==> config.mk <==
export PLATFORM = sky130hd
export DESIGN_NAME = ra_pq_arb2
export DESIGN_NICKNAME = d
export VERILOG_FILES = /design/src/rtl/pq_pkg.sv /design/src/rtl/ra_pq_mux2.sv /design/src/rtl/ra_pq_arb2.sv
export SDC_FILE = /design/constraint.sdc
export NUM_CORES = 1
export LEC_CHECK = 0
export BUFFER_PORTS_ARGS = -buffer_cell sky130_fd_sc_hd__buf_2
export CAP_MARGIN = 30
export CORE_UTILIZATION = 35
export DETAILED_ROUTE_END_ITERATION = 16
export PLACE_DENSITY = 0.69
export SLEW_MARGIN = 20
export SYNTH_ARGS = -nofsm -noshare
export SYNTH_HDL_FRONTEND = slang
export SYNTH_SLANG_ARGS = --single-unit
==> constraint.sdc <==
create_clock -name clk -period 2.5 [get_ports clk]
set_input_delay 0.375 -clock clk [delete_from_list [all_inputs] [get_ports clk]]
set_output_delay 0.375 -clock clk [all_outputs]
set_load 0.01 [all_outputs]
==> src/rtl/pq_pkg.sv <==
// pq_pkg: shared priority-queue item type and arbiter state/op encodings.
package pq_pkg;
  typedef struct packed {
    logic [7:0] key;
    logic [7:0] val;
  } kv_t;
  typedef enum logic [1:0] {IDLE, ISSUE, WAIT, ACK} arb_state_t;
  typedef enum logic {OP_ENQ, OP_DEQ} arb_op_t;
endpackage

==> src/rtl/ra_pq_mux2.sv <==
// ra_pq_mux2: 2:1 kv_t steering mux, sel=0 picks a, sel=1 picks b.
module ra_pq_mux2
  import pq_pkg::*;
(
  input  logic sel,
  input  kv_t  a,
  input  kv_t  b,
  output kv_t  y
);
  assign y = sel ? b : a;
endmodule

==> src/rtl/ra_pq_arb2.sv <==
// ra_pq_arb2: two-client arbiter sequencing enq/deq ops onto one PQ port, with op screening and busy timeout.
module ra_pq_arb2
  import pq_pkg::*;
#(
  parameter bit RR_EN        = 1'b1,
  parameter int BUSY_TIMEOUT = 16
) (
  input  logic clk,
  input  logic rst,
  input  logic enq0,
  input  logic deq0,
  input  kv_t  kvin0,
  input  logic enq1,
  input  logic deq1,
  input  kv_t  kvin1,
  output logic ack0,
  output logic ack1,
  output logic err0,
  output logic err1,
  output kv_t  kvout,
  output logic pq_enq,
  output logic pq_deq,
  output kv_t  pq_kvin,
  input  kv_t  pq_kvout,
  input  logic pq_full,
  input  logic pq_empty,
  input  logic pq_busy
);
  localparam int TW = (BUSY_TIMEOUT > 2) ? $clog2(BUSY_TIMEOUT) : 1;
  arb_state_t state_q, state_d;
  arb_op_t    op_q, op_d;
  logic       win_q, win_d, err_q, err_d, last_q, last_d;
  logic [TW-1:0] timer_q, timer_d;
  kv_t        kvout_q, kvout_d;
  logic       req0, req1, pick, e, d;
  always_comb begin
    state_d = state_q;
    op_d    = op_q;
    win_d   = win_q;
    err_d   = err_q;
    last_d  = last_q;
    timer_d = timer_q;
    kvout_d = kvout_q;
    req0    = enq0 | deq0;
    req1    = enq1 | deq1;
    pick    = (req0 & req1) ? (RR_EN ? ~last_q : 1'b0) : req1;
    e       = pick ? enq1 : enq0;
    d       = pick ? deq1 : deq0;
    case (state_q)
      IDLE: if (req0 | req1) begin
        win_d   = pick;
        op_d    = d ? OP_DEQ : OP_ENQ;
        err_d   = (e & d) | (d & pq_empty) | (e & pq_full);
        state_d = err_d ? ACK : ISSUE;
      end
      ISSUE: begin
        timer_d = '0;
        state_d = WAIT;
      end
      WAIT: if (!pq_busy) begin
        state_d = ACK;
        kvout_d = (op_q == OP_DEQ) ? pq_kvout : kvout_q;
      end else if (timer_q == TW'(BUSY_TIMEOUT - 1)) begin
        state_d = ACK;
        err_d   = 1'b1;
      end else begin
        timer_d = timer_q + 1'b1;
      end
      default: begin
        last_d  = win_q;
        state_d = IDLE;
      end
    endcase
  end
  always_ff @(posedge clk) begin
    if (rst) begin
      state_q <= IDLE;
      op_q    <= OP_ENQ;
      win_q   <= 1'b0;
      err_q   <= 1'b0;
      last_q  <= 1'b1;
      timer_q <= '0;
      kvout_q <= '0;
    end else begin
      state_q <= state_d;
      op_q    <= op_d;
      win_q   <= win_d;
      err_q   <= err_d;
      last_q  <= last_d;
      timer_q <= timer_d;
      kvout_q <= kvout_d;
    end
  end
  ra_pq_mux2 u_mux (.sel(win_q), .a(kvin0), .b(kvin1), .y(pq_kvin));
  assign ack0   = (state_q == ACK) & ~win_q;
  assign ack1   = (state_q == ACK) & win_q;
  assign err0   = ack0 & err_q;
  assign err1   = ack1 & err_q;
  assign pq_enq = (state_q == ISSUE) & (op_q == OP_ENQ);
  assign pq_deq = (state_q == ISSUE) & (op_q == OP_DEQ);
  assign kvout  = kvout_q;
endmodule

==> results of run 1 <==
==> Yosys cell counts (2+ instances only) <==
master / n / area [um^2]
nor2b_1: 2 / 12.51
a21oi_1: 19 / 95.09
nand2b_1: 3 / 18.77
and3_1: 3 / 18.77
buf_2: 2 / 10.01
nand4_1: 2 / 12.51
and2_1: 3 / 18.77
nand3_1: 4 / 20.02
dfxtp_1: 26 / 520.5
o21ai_0: 4 / 20.02
inv_1: 5 / 18.77
nand2_1: 35 / 131.4
ha_1: 5 / 62.56
nor2_1: 8 / 30.03
nor3_1: 2 / 10.01
mux2_2: 17 / 191.4
xor2_1: 2 / 17.52
clkbuf_1: 6 / 22.52
a32oi_1: 2 / 17.52
==> sequential cells by signal, summed over array words and instances, names as in the netlist <==
signal,flops
kvout,16
err_q,1
state_q,2
timer_q,4
last_q,1
win_q,1
op_q,1
==> cell families after synthesis <==
| kind of cell | after synthesis | share of synthesized area, % |
|---|---|---|
| mux | 18 | 14.37 |
| xor+xnor | 2 | 1.250 |
| compound gates | 36 | 16.25 |
| fa+ha+maj | 5 | 4.464 |
| flops | 26 | 37.14 |
| simple gates | 67 | 22.32 |
| buf+inv | 15 | 4.196 |
==> power breakdown <==
group          total, uW  switching (uW)  internal [uW]  leakage [uW]
Combinational        500             258            241      0.000686
Clock                344             130            214     0.0000357
Sequential           527            61.1            466      0.000211
==> cell type report <==
| class | instances | share of cell area, % |
|---|---|---|
| multi-input combinational | 128 | 41.79 |
| sequential | 26 | 26.46 |
| timing repair buffer | 94 | 23.92 |
| tap | 48 | 3.053 |
| clock buffer | 3 | 2.099 |
| clock inverter | 1 | 1.527 |
| inverter | 6 | 1.145 |
==> through the flow <==
stage / instances / util (%) / power (uW) / instance area, um^2
final: 306 / 52.54 / 1371 / 1967
after global routing: 306 / 52.54 / 1471 / 1967
after CTS: 306 / 52.54 / 1378 / 1967
after detailed placement: 302 / 50.64 / 1037 / 1896
after global placement: 302 / 50.64 / 1029 / 1896
after floorplan: 169 / - / 866.7 / 1401
==> worst max-delay path, cell delays in order, from the launching register on <==
cell     delay [ns]
dfxtp_1        0.80
mux2_2         0.41
buf_2          0.14
==> worst min path at each step <==
| stage | from | endpoint | slack, ns |
|---|---|---|---|
| final | pq_kvout[13] | kvout[13]$_SDFFE_PP0P_ | 0.33 |
| after global routing | pq_kvout[2] | kvout[2]$_SDFFE_PP0P_ | 0.32 |
| after CTS | pq_kvout[13] | kvout[13]$_SDFFE_PP0P_ | 0.33 |
| after detailed placement | kvout[2]$_SDFFE_PP0P_ | kvout[2]$_SDFFE_PP0P_ | 0.44 |
| after global placement | kvout[3]$_SDFFE_PP0P_ | kvout[3]$_SDFFE_PP0P_ | 0.44 |
| after floorplan | state_q[0]$_SDFFE_PP0P_ | state_q[0]$_SDFFE_PP0P_ | 0.48 |
==> routing by layer <==
| layer | routed length, um | global-route usage, % |
|---|---|---|
| met4 | 0 | 4.076 |
| met3 | 132 | 3.299 |
| met2 | 1780 | 29.77 |
| met5 | 0 | 0 |
| met1 | 1581 | 20.59 |
==> cells in the final DEF, fill, tap and decap left out, types with 2 or more instances in the layout <==
master    netlist  layout
nand4_1         2       2
a32oi_1         2       2
inv_1           5       5
mux2_2         17      17
ha_1            5       5
nand2b_1        3       3
nor2b_1         2       2
nor2_1          8       8
buf_2           2      94
clkbuf_8        0       3
xor2_1          2       2
dfxtp_1        26      26
and2_1          3       3
a21oi_1        19      19
o21ai_0         4       4
nand2_1        35      35
and3_1          3       3
nand3_1         4       4
nor3_1          2       2
==> results.py, run 1 <==
metrics = {
    "worst_setup_path": {
        "cp_data_required_time_ns": 2.12,
        "r2r_start": "state_q[0]$_SDFFE_PP0P_",
        "critPathMaxFanout": 20,
        "ff2ff_path_depth": 5,
        "cp.arrival_ns": 1.63,
        "crit_end": "pq_kvin[0]",
        "crit_path_start_kind": "flop",
        "crit_type": "flop to output port",
        "endpoint_kind": "output port",
        "startpoint": "win_q$_SDFFE_PP0P_",
        "r2r_slack_ns": 0.74,
        "timing.rr.end": "kvout[10]$_SDFFE_PP0P_",
    },
    "clocking": {
        "path_clk_slew_ns": 0.09,
        "cts_root_buf": "clkbuf_8",
        "cts_max_path_buffers": 2,
        "cts_hold_buf": 0,
        "numCtsBuffers": 3,
        "post_cts_buffers": 0,
        "cts_tree": "done",
        "clkSinkCount": 26,
        "worstSkewPairLatency_ns": 0.27,
        "cts-htree-levels": 1,
        "cts_resized": 0,
    },
    "layout": {
        "area.growth.synth_to_final_pct": 40.36,
        "antenna_cells": 0,
        "multiInputGateArea_um2": 822.0,
        "fillers": 370,
        "seqCellArea_um2": 520.5,
        "final_layout_size_suffix_gt1_share_pct": 45.35,
        "nets": 321,
    },
    "synth": {
        "synthFlopType": "dfxtp_1",
        "netlist_instances": 169,
        "async_flop_share_pct": 0,
        "synth_seq_cells": 26,
        "ys_seq_area_share_pct": 37.14,
        "ys_warn_count": 0,
        "syn-cell-area_mm2": 0.001401,
        "ys_types": 38,
        "synth_enable_flop_cells": 0,
        "synth_nets": 231,
        "avgSynthCellArea_um2": 8.292,
    },
    "timing": {
        "final.setup.worst_slack_ns": 0.4961,
        "max_freq_mhz": 499.0,
        "setup_violations": 0,
        "layout_min_cycle_time_ns": 2.004,
        "finalSetupTns_ns": 0,
        "maxSlewViolCount": 0,
        "period_share_pct": 80.16,
        "grt_setup_unrepaired": "no",
        "worst_pin_slew_ns": 0.7310,
        "final.setup_skew_ns": 0.001288,
        "hold_viol": 0,
        "hold-worst-slack_ns": 0.3348,
        "max-slew-margin-rel_pct": 51.20,
    },
    "floorplanning": {
        "die_area_mm2": 0.004261,
        "dieHeight_um": 65.28,
        "core_area_mm2": 0.003744,
        "fp.dieW_um": 65.28,
        "start_util_pct": 37.43,
        "io_pins": 95,
        "rows": 22,
    },
    "place": {
        "pre_cts_ws_ns": 0.7504,
        "io_buffers": 94,
        "hpwl_um": 2692,
        "gp_congestion": 0.7888,
    },
    "detailed_routing": {
        "route.detailed.drc": 0,
        "ant_nets": 0,
        "finalWirelength_um": 3494,
        "avgRoutedWirePerCell_um": 11.42,
        "drt-initial-drc-count": 78,
        "vias_per_cell": 4.810,
        "drt_first_pass_iters": 4,
        "via_count": 1472,
    },
    "job": {
        "cap_viol_max_count": 0,
    },
    "run_status": {
        "status": "finished clean",
    },
    "power": {
        "vdd_drop_max_v": 0.0003534,
        "leakage_uw": 0.0009329,
        "power_density_mw_per_mm2": 696.8,
    },
    "grt": {
        "grt_antenna_before_repair": 0,
        "grt_pass1_vias": 1260,
        "grt_pass1_wl_um": 5595,
        "grt_overflow_total": 0,
        "grt_max_degree": 29,
        "groute.usage.overall_pct": 16.79,
    },
    "min_path": {
        "holdPathStages": 3,
        "hp-class": "input port to flop",
    },
}
(Power assumes the default switching activity.)
==> run 2: changes to the inputs <==
--- a/config.mk
+++ b/config.mk
@@ -5,11 +5,12 @@
 export SDC_FILE = /design/constraint.sdc
 export NUM_CORES = 1
 export LEC_CHECK = 0
+export ABC_AREA = 1
 export BUFFER_PORTS_ARGS = -buffer_cell sky130_fd_sc_hd__buf_2
 export CAP_MARGIN = 30
 export CORE_UTILIZATION = 35
 export DETAILED_ROUTE_END_ITERATION = 16
-export PLACE_DENSITY = 0.69
+export PLACE_DENSITY = 0.7
 export SLEW_MARGIN = 20
 export SYNTH_ARGS = -nofsm -noshare
 export SYNTH_HDL_FRONTEND = slang
==> constraint.sdc (replaced) <==
create_clock -name clk -period 1.63 [get_ports clk]
set_input_delay 0.2445 -clock clk [delete_from_list [all_inputs] [get_ports clk]]
set_output_delay 0.2445 -clock clk [all_outputs]
set_load 0.01 [all_outputs]
==> run 2 against run 1 <==
  * Sequential power increased by 44%
  * Hold slack got worse by 0.10 ns
  * Critical path type unchanged
  * Design area increased by 8.1%
  * Largest power group is now combinational cells
  * Setup slack got worse by 0.40 ns
==> results.py, run 2 <==
metrics = {
    "run_status": {
        "status": "finished clean",
    },
    "layout": {
        "nets": 347,
        "design_area_mm2": 0.002126,
        "layout_common_cells": "buf_2, nand2_1, dfxtp_1",
        "largest_reg_flops": 16,
        "mostFrequentLayoutCell": "buf_2",
        "final_layout_size_suffix_gt1_share_pct": 55.12,
        "area.growth.synth_to_final_pct": 35.70,
        "antenna_cells": 0,
    },
    "detailed_routing": {
        "vias_per_cell": 4.796,
        "finalWirelength_um": 3687,
        "drt-initial-drc-count": 56,
        "via_count": 1597,
        "route.detailed.drc": 0,
        "drt_first_pass_iters": 4,
        "avgRoutedWirePerCell_um": 11.07,
        "ant_nets": 0,
    },
    "clocking": {
        "numCtsBuffers": 3,
        "cts_max_path_buffers": 2,
        "path_clk_slew_ns": 0.08,
        "cts_tree": "done",
        "clkSinkCount": 26,
        "cts_root_buf": "clkbuf_8",
        "worstSkewPairLatency_ns": 0.27,
        "cts_hold_buf": 0,
        "cts-htree-levels": 1,
        "post_cts_buffers": 0,
        "cts_resized": 0,
    },
    "synth": {
        "syn-cell-area_mm2": 0.001567,
        "synthFlopType": "dfxtp_1",
        "yosys.area_share.adder_pct": 3.994,
        "avgSynthCellArea_um2": 8.245,
        "synth_top_family_by_area": "simple AND/OR/NAND/NOR gates",
        "synthMuxAreaShare_pct": 11.50,
        "ys_warn_count": 0,
        "synth.top_cell.area_share_pct": 33.23,
        "synth-xor-area-share_pct": 0,
        "synth_most_common_cell": "nand2_1",
        "ys_types": 27,
        "synth.area.top_cells": "dfxtp_1, mux2_2, nand2_1",
        "async_flop_share_pct": 0,
        "netlist_instances": 190,
        "synth_common_cells": "nand2_1, dfxtp_1, inv_1, mux2_2",
        "ys_seq_area_share_pct": 33.23,
        "synth_enable_flop_cells": 0,
        "yosysTopAreaCell": "dfxtp_1",
        "synth_seq_cells": 26,
        "synth-simple-area-share_pct": 29.95,
        "synth_nets": 252,
        "synth-compound-area-share_pct": 12.94,
    },
    "place": {
        "pre_cts_ws_ns": 0.1103,
        "gp_congestion": 0.7955,
        "dpl-instance-area_mm2": 0.002078,
        "io_buffers": 94,
        "hpwl_um": 2931,
    },
    "worst_setup_path": {
        "critPathMaxFanout": 20,
        "crit_type": "flop to output port",
        "timing.rr.end": "state_q[0]$_SDFFE_PP0P_",
        "cp.arrival_ns": 1.29,
        "crit_path_start_kind": "flop",
        "cp_data_required_time_ns": 1.39,
        "endpoint_kind": "output port",
        "r2r_start": "state_q[0]$_SDFFE_PP0P_",
        "r2r_slack_ns": 0.17,
        "ff2ff_path_depth": 9,
    },
    "timing": {
        "setup_violations": 0,
        "layout_min_cycle_time_ns": 1.533,
        "max_freq_mhz": 652.5,
        "maxSlewViolCount": 0,
        "final.setup_skew_ns": 0.001694,
        "finalSetupTns_ns": 0,
        "period_share_pct": 94.02,
        "grt_setup_unrepaired": "no",
        "final.setup.worst_slack_ns": 0.09742,
        "worst_pin_slew_ns": 0.3328,
        "max-slew-margin-rel_pct": 77.58,
        "hold_viol": 0,
    },
    "grt": {
        "grt_pass1_vias": 1364,
        "grt_overflow_total": 0,
        "grt_antenna_before_repair": 0,
        "grt_pass1_wl_um": 5685,
        "grt_max_degree": 21,
        "groute.usage.overall_pct": 15.73,
    },
    "floorplanning": {
        "dieHeight_um": 68.90,
        "io_pins": 95,
        "fp.dieW_um": 68.90,
        "start_util_pct": 37.80,
        "rows": 23,
        "die_area_mm2": 0.004747,
        "core_area_mm2": 0.004144,
    },
    "min_path": {
        "hp-class": "input port to flop",
        "holdPathStages": 3,
        "whs_endpoint": "kvout[4]$_SDFFE_PP0P_",
        "hp-start": "pq_kvout[4]",
    },
    "power": {
        "power_density_mw_per_mm2": 981.2,
        "leakage_uw": 0.001033,
        "vdd_drop_max_v": 0.0005675,
    },
    "job": {
        "cap_viol_max_count": 0,
    },
}
## run 2: final cells by class
cell class              count  area [um^2]
well taps                  50        62.56
flip-flops and latches     26        520.5
multi-input cells         138        917.1
inverters                  18        67.56
fillers                   425         2018
repair buffers             98        516.7
clock buffers               3        41.29
## run 2: kinds of logic (layout without fill, tap and decap cells)
kind of cell,Yosys count,count (layout)
compound gates,31,31
fa+ha+maj,5,5
buf+inv,26,119
flops,26,26
mux,16,16
simple gates,86,86
## run 2: metal layers
metal	vias to the layer above	GRT usage (%)	share of wire (%)
met2	54	28.40	51
li1	817	-	-
met5	-	0	0
met4	0	5.357	0.79
met1	724	18.57	41
met3	2	2.632	6.6
## run 2: stage by stage
| stage | std cells | util, % | total power (uW) | hold slack, ns |
|---|---|---|---|---|
| floorplan | 190 | - | 1469 | 0.3230 |
| global placement | 330 | 50.15 | 1731 | 0.4513 |
| detailed placement | 330 | 50.15 | 1741 | 0.4528 |
| CTS | 333 | 51.15 | 2102 | 0.2264 |
| global route | 333 | 51.30 | 2264 | 0.2282 |
| finish | 333 | 51.30 | 2086 | 0.2318 |
## run 2: power breakdown
part	switching (uW)	leakage [uW]	internal, uW
Sequential	55.8	0.000211	705
Clock	190	0.0000216	165
Combinational	561	0.000801	408
Total	807	0.00103	1280
## run 2: worst max-delay path: stages (launching register included)
cell and delay (ns):
dfxtp_1 0.33, buf_6 0.20, mux2_2 0.35, buf_2 0.14
## run 2: how the worst max path moves through the flow
stage	from	to	slack (ns)	cells after the start
after detailed placement	state_q[0]$_SDFFE_PP0P_	state_q[0]$_SDFFE_PP0P_	0.11	9
final	win_q$_SDFFE_PP0P_	pq_kvin[10]	0.1	3
after floorplan	state_q[0]$_SDFFE_PP0P_	kvout[0]$_SDFFE_PP0P_	0.23	8
after global placement	state_q[0]$_SDFFE_PP0P_	state_q[0]$_SDFFE_PP0P_	0.13	9
after CTS	win_q$_SDFFE_PP0P_	pq_kvin[10]	0.03	3
after global routing	state_q[0]$_SDFFE_PP0P_	state_q[1]$_SDFFE_PP0P_	0.004	9
==> run 3: changes to the inputs <==
--- a/config.mk
+++ b/config.mk
@@ -10,8 +10,9 @@
 export CAP_MARGIN = 30
 export CORE_UTILIZATION = 35
 export DETAILED_ROUTE_END_ITERATION = 16
-export PLACE_DENSITY = 0.7
+export PLACE_DENSITY = 0.69
 export SLEW_MARGIN = 20
 export SYNTH_ARGS = -nofsm -noshare
 export SYNTH_HDL_FRONTEND = slang
+export SYNTH_HIERARCHICAL = 1
 export SYNTH_SLANG_ARGS = --single-unit
==> run 3 against run 2 <==
  * Utilization fell by 2.1 points
  * Final cell count rose by 12%
  * Hold slack got worse by 0.0080 ns
  * Register-to-register slack barely moved
  * Critical path depth rose by 1
  * Combinational power rose by 4%
  * Largest cell class unchanged
  * Largest power group unchanged
  * Highest routed layer unchanged
==> results.py, run 3 <==
metrics = {
    "timing": {
        "max-slew-margin-rel_pct": 78.35,
        "setup_violations": 0,
        "layout_min_cycle_time_ns": 1.507,
        "final.setup.worst_slack_ns": 0.1226,
        "max_freq_mhz": 663.4,
        "maxSlewViolCount": 0,
        "period_share_pct": 92.48,
        "worst_pin_slew_ns": 0.3213,
        "finalSetupTns_ns": 0,
        "hold_viol": 0,
        "grt_setup_unrepaired": "no",
        "final.setup_skew_ns": 0.001147,
    },
    "layout": {
        "layout_common_cells": "buf_2, nand2_1, dfxtp_1",
        "largest_reg_flops": 16,
        "mostFrequentLayoutCell": "buf_2",
        "multiInputGateArea_um2": 929.6,
        "antenna_cells": 0,
        "seqCellArea_um2": 523.0,
        "nets": 383,
        "fillers": 454,
        "final_layout_size_suffix_gt1_share_pct": 47.50,
        "area.growth.synth_to_final_pct": 34.05,
    },
    "synth": {
        "synth_seq_cells": 26,
        "ys_types": 26,
        "ys_seq_area_share_pct": 32.12,
        "synth_enable_flop_cells": 0,
        "ys_warn_count": 6,
        "synth_nets": 286,
        "synth_common_cells": "nand2_1, dfxtp_1, inv_1, nand2_2",
        "avgSynthCellArea_um2": 7.234,
        "synth.top_cell.area_share_pct": 32.12,
        "async_flop_share_pct": 0,
        "synth_most_common_cell": "nand2_1",
        "syn-cell-area_mm2": 0.001620,
        "synthFlopType": "dfxtp_1",
        "yosysTopAreaCell": "dfxtp_1",
        "synth.area.top_cells": "dfxtp_1, nand2_1, nand2_2",
        "netlist_instances": 224,
    },
    "floorplanning": {
        "die_area_mm2": 0.004906,
        "core_area_mm2": 0.004414,
        "fp.dieW_um": 70.04,
        "rows": 24,
        "start_util_pct": 36.71,
        "dieHeight_um": 70.04,
        "io_pins": 95,
    },
    "grt": {
        "grt_pass1_wl_um": 6506,
        "grt_overflow_total": 0,
        "grt_pass1_vias": 1555,
        "grt_max_degree": 17,
        "groute.usage.overall_pct": 15.84,
        "grt_antenna_before_repair": 0,
    },
    "clocking": {
        "path_clk_slew_ns": 0.09,
        "cts_max_path_buffers": 2,
        "clkSinkCount": 26,
        "cts_tree": "done",
        "cts_hold_buf": 0,
        "numCtsBuffers": 3,
        "worstSkewPairLatency_ns": 0.27,
        "cts-htree-levels": 1,
        "cts_root_buf": "clkbuf_8",
        "post_cts_buffers": 0,
    },
    "power": {
        "switching_share_pct": 40.03,
        "power_density_mw_per_mm2": 1013,
        "intPower_uw": 1320,
        "share_comb_of_total_power_pct": 46.1,
        "p_clk_share_pct": 18.9,
        "power_switching_uw": 880.8,
        "pwr-share-seq_pct": 35.1,
        "vdd_drop_max_v": 0.0003998,
        "leakage_uw": 0.001135,
    },
    "worst_setup_path": {
        "crit_path_start_kind": "flop",
        "crit_type": "flop to output port",
        "ff2ff_path_depth": 9,
        "r2r_slack_ns": 0.16,
        "cp.arrival_ns": 1.26,
        "critPathMaxFanout": 4,
        "endpoint_kind": "output port",
        "cp_data_required_time_ns": 1.39,
    },
    "place": {
        "hpwl_um": 3001,
        "io_buffers": 94,
        "pre_cts_ws_ns": 0.09015,
        "gp_congestion": 0.7853,
    },
    "min_path": {
        "holdPathStages": 3,
        "hp-class": "input port to flop",
    },
    "run_status": {
        "status": "finished clean",
    },
    "detailed_routing": {
        "drt_first_pass_iters": 4,
        "drt-initial-drc-count": 67,
        "via_count": 1719,
        "finalWirelength_um": 3830,
        "ant_nets": 0,
        "vias_per_cell": 4.621,
        "avgRoutedWirePerCell_um": 10.30,
        "route.detailed.drc": 0,
    },
    "job": {
        "cap_viol_max_count": 0,
    },
}
## run 3: cell count changes after synthesis
| cell | before | now |
|---|---|---|
| nand2_1 | 33 | 76 |
| buf_12 | 1 | 2 |
| mux2_2 | 16 | 0 |
| nand2_2 | 11 | 16 |
| buf_2 | 2 | 0 |
| inv_6 | 0 | 1 |
| buf_6 | 1 | 3 |
## run 3: cell type report
cell class	instances	area share [%]
sequential	26	24.08
tap	52	2.995
timing repair buffer	101	24.08
inverter	19	3.514
multi-input combinational	170	42.80
clock buffer	4	2.535
## run 3: power groups by stage
stage / Clock (uW) / Sequential (uW) / Combinational [uW]
2_1_floorplan: 0 / 772 / 750
3_3_place_gp: 0 / 778 / 1000
3_5_place_dp: 0 / 783 / 1010
4_1_cts: 430 / 767 / 1020
5_1_grt: 464 / 786 / 1140
6_report: 415 / 772 / 1010
## run 3: kinds of logic (layout without fill, tap and decap cells)
kind of cell               Yosys count  in the layout  share of synthesized area [%]
and+or+nand+nor                    134            134                          40.85
adders and majority gates            5              5                          3.861
buffers and inverters               28            124                          10.66
DFF                                 26             26                          32.12
AOI/OAI and AO/OA                   31             31                          12.51
## run 3: worst paths after layout
| path | end | startpoint |
|---|---|---|
| max | err0 | state_q[1]$_SDFFE_PP0P_ |
| min | kvout[1]$_SDFFE_PP0P_ | pq_kvout[1] |
| max reg2reg | state_q[0]$_SDFFE_PP0P_ | state_q[0]$_SDFFE_PP0P_ |
| min reg2reg | kvout[1]$_SDFFE_PP0P_ | kvout[1]$_SDFFE_PP0P_ |
## run 3: what timing repair did
action                                  4_1_cts  5_1_grt
resized for setup                             0        3
hold endpoints to repair                      0        0
endpoints found under the setup margin        0        7
## run 3: metal layers
metal	GRT usage, %	share of wire (%)	up-vias
met3	3.319	6.5	5
li1	-	-	904
met2	27.88	48	62
met5	0	0	-
met4	5.333	1.3	0
met1	19.02	44	748
## run 3: stage by stage
stage	total power [uW]	hold slack (ns)	instances	utilization [%]	cell area [um^2]
after global placement	1779	0.4531	368	47.85	2112
after global routing	2393	0.2101	372	49.21	2172
after floorplan	1522	0.3230	224	-	1620
after CTS	2213	0.2191	372	49.09	2167
after detailed placement	1794	0.4523	368	47.85	2112
final	2201	0.2239	372	49.21	2172
## run 3: critical path, cell delays in order (launching register included)
cell and delay [ns]:
dfxtp_2 0.36, ha_1 0.20, inv_1 0.09, nor3_1 0.16
buf_2 0.17
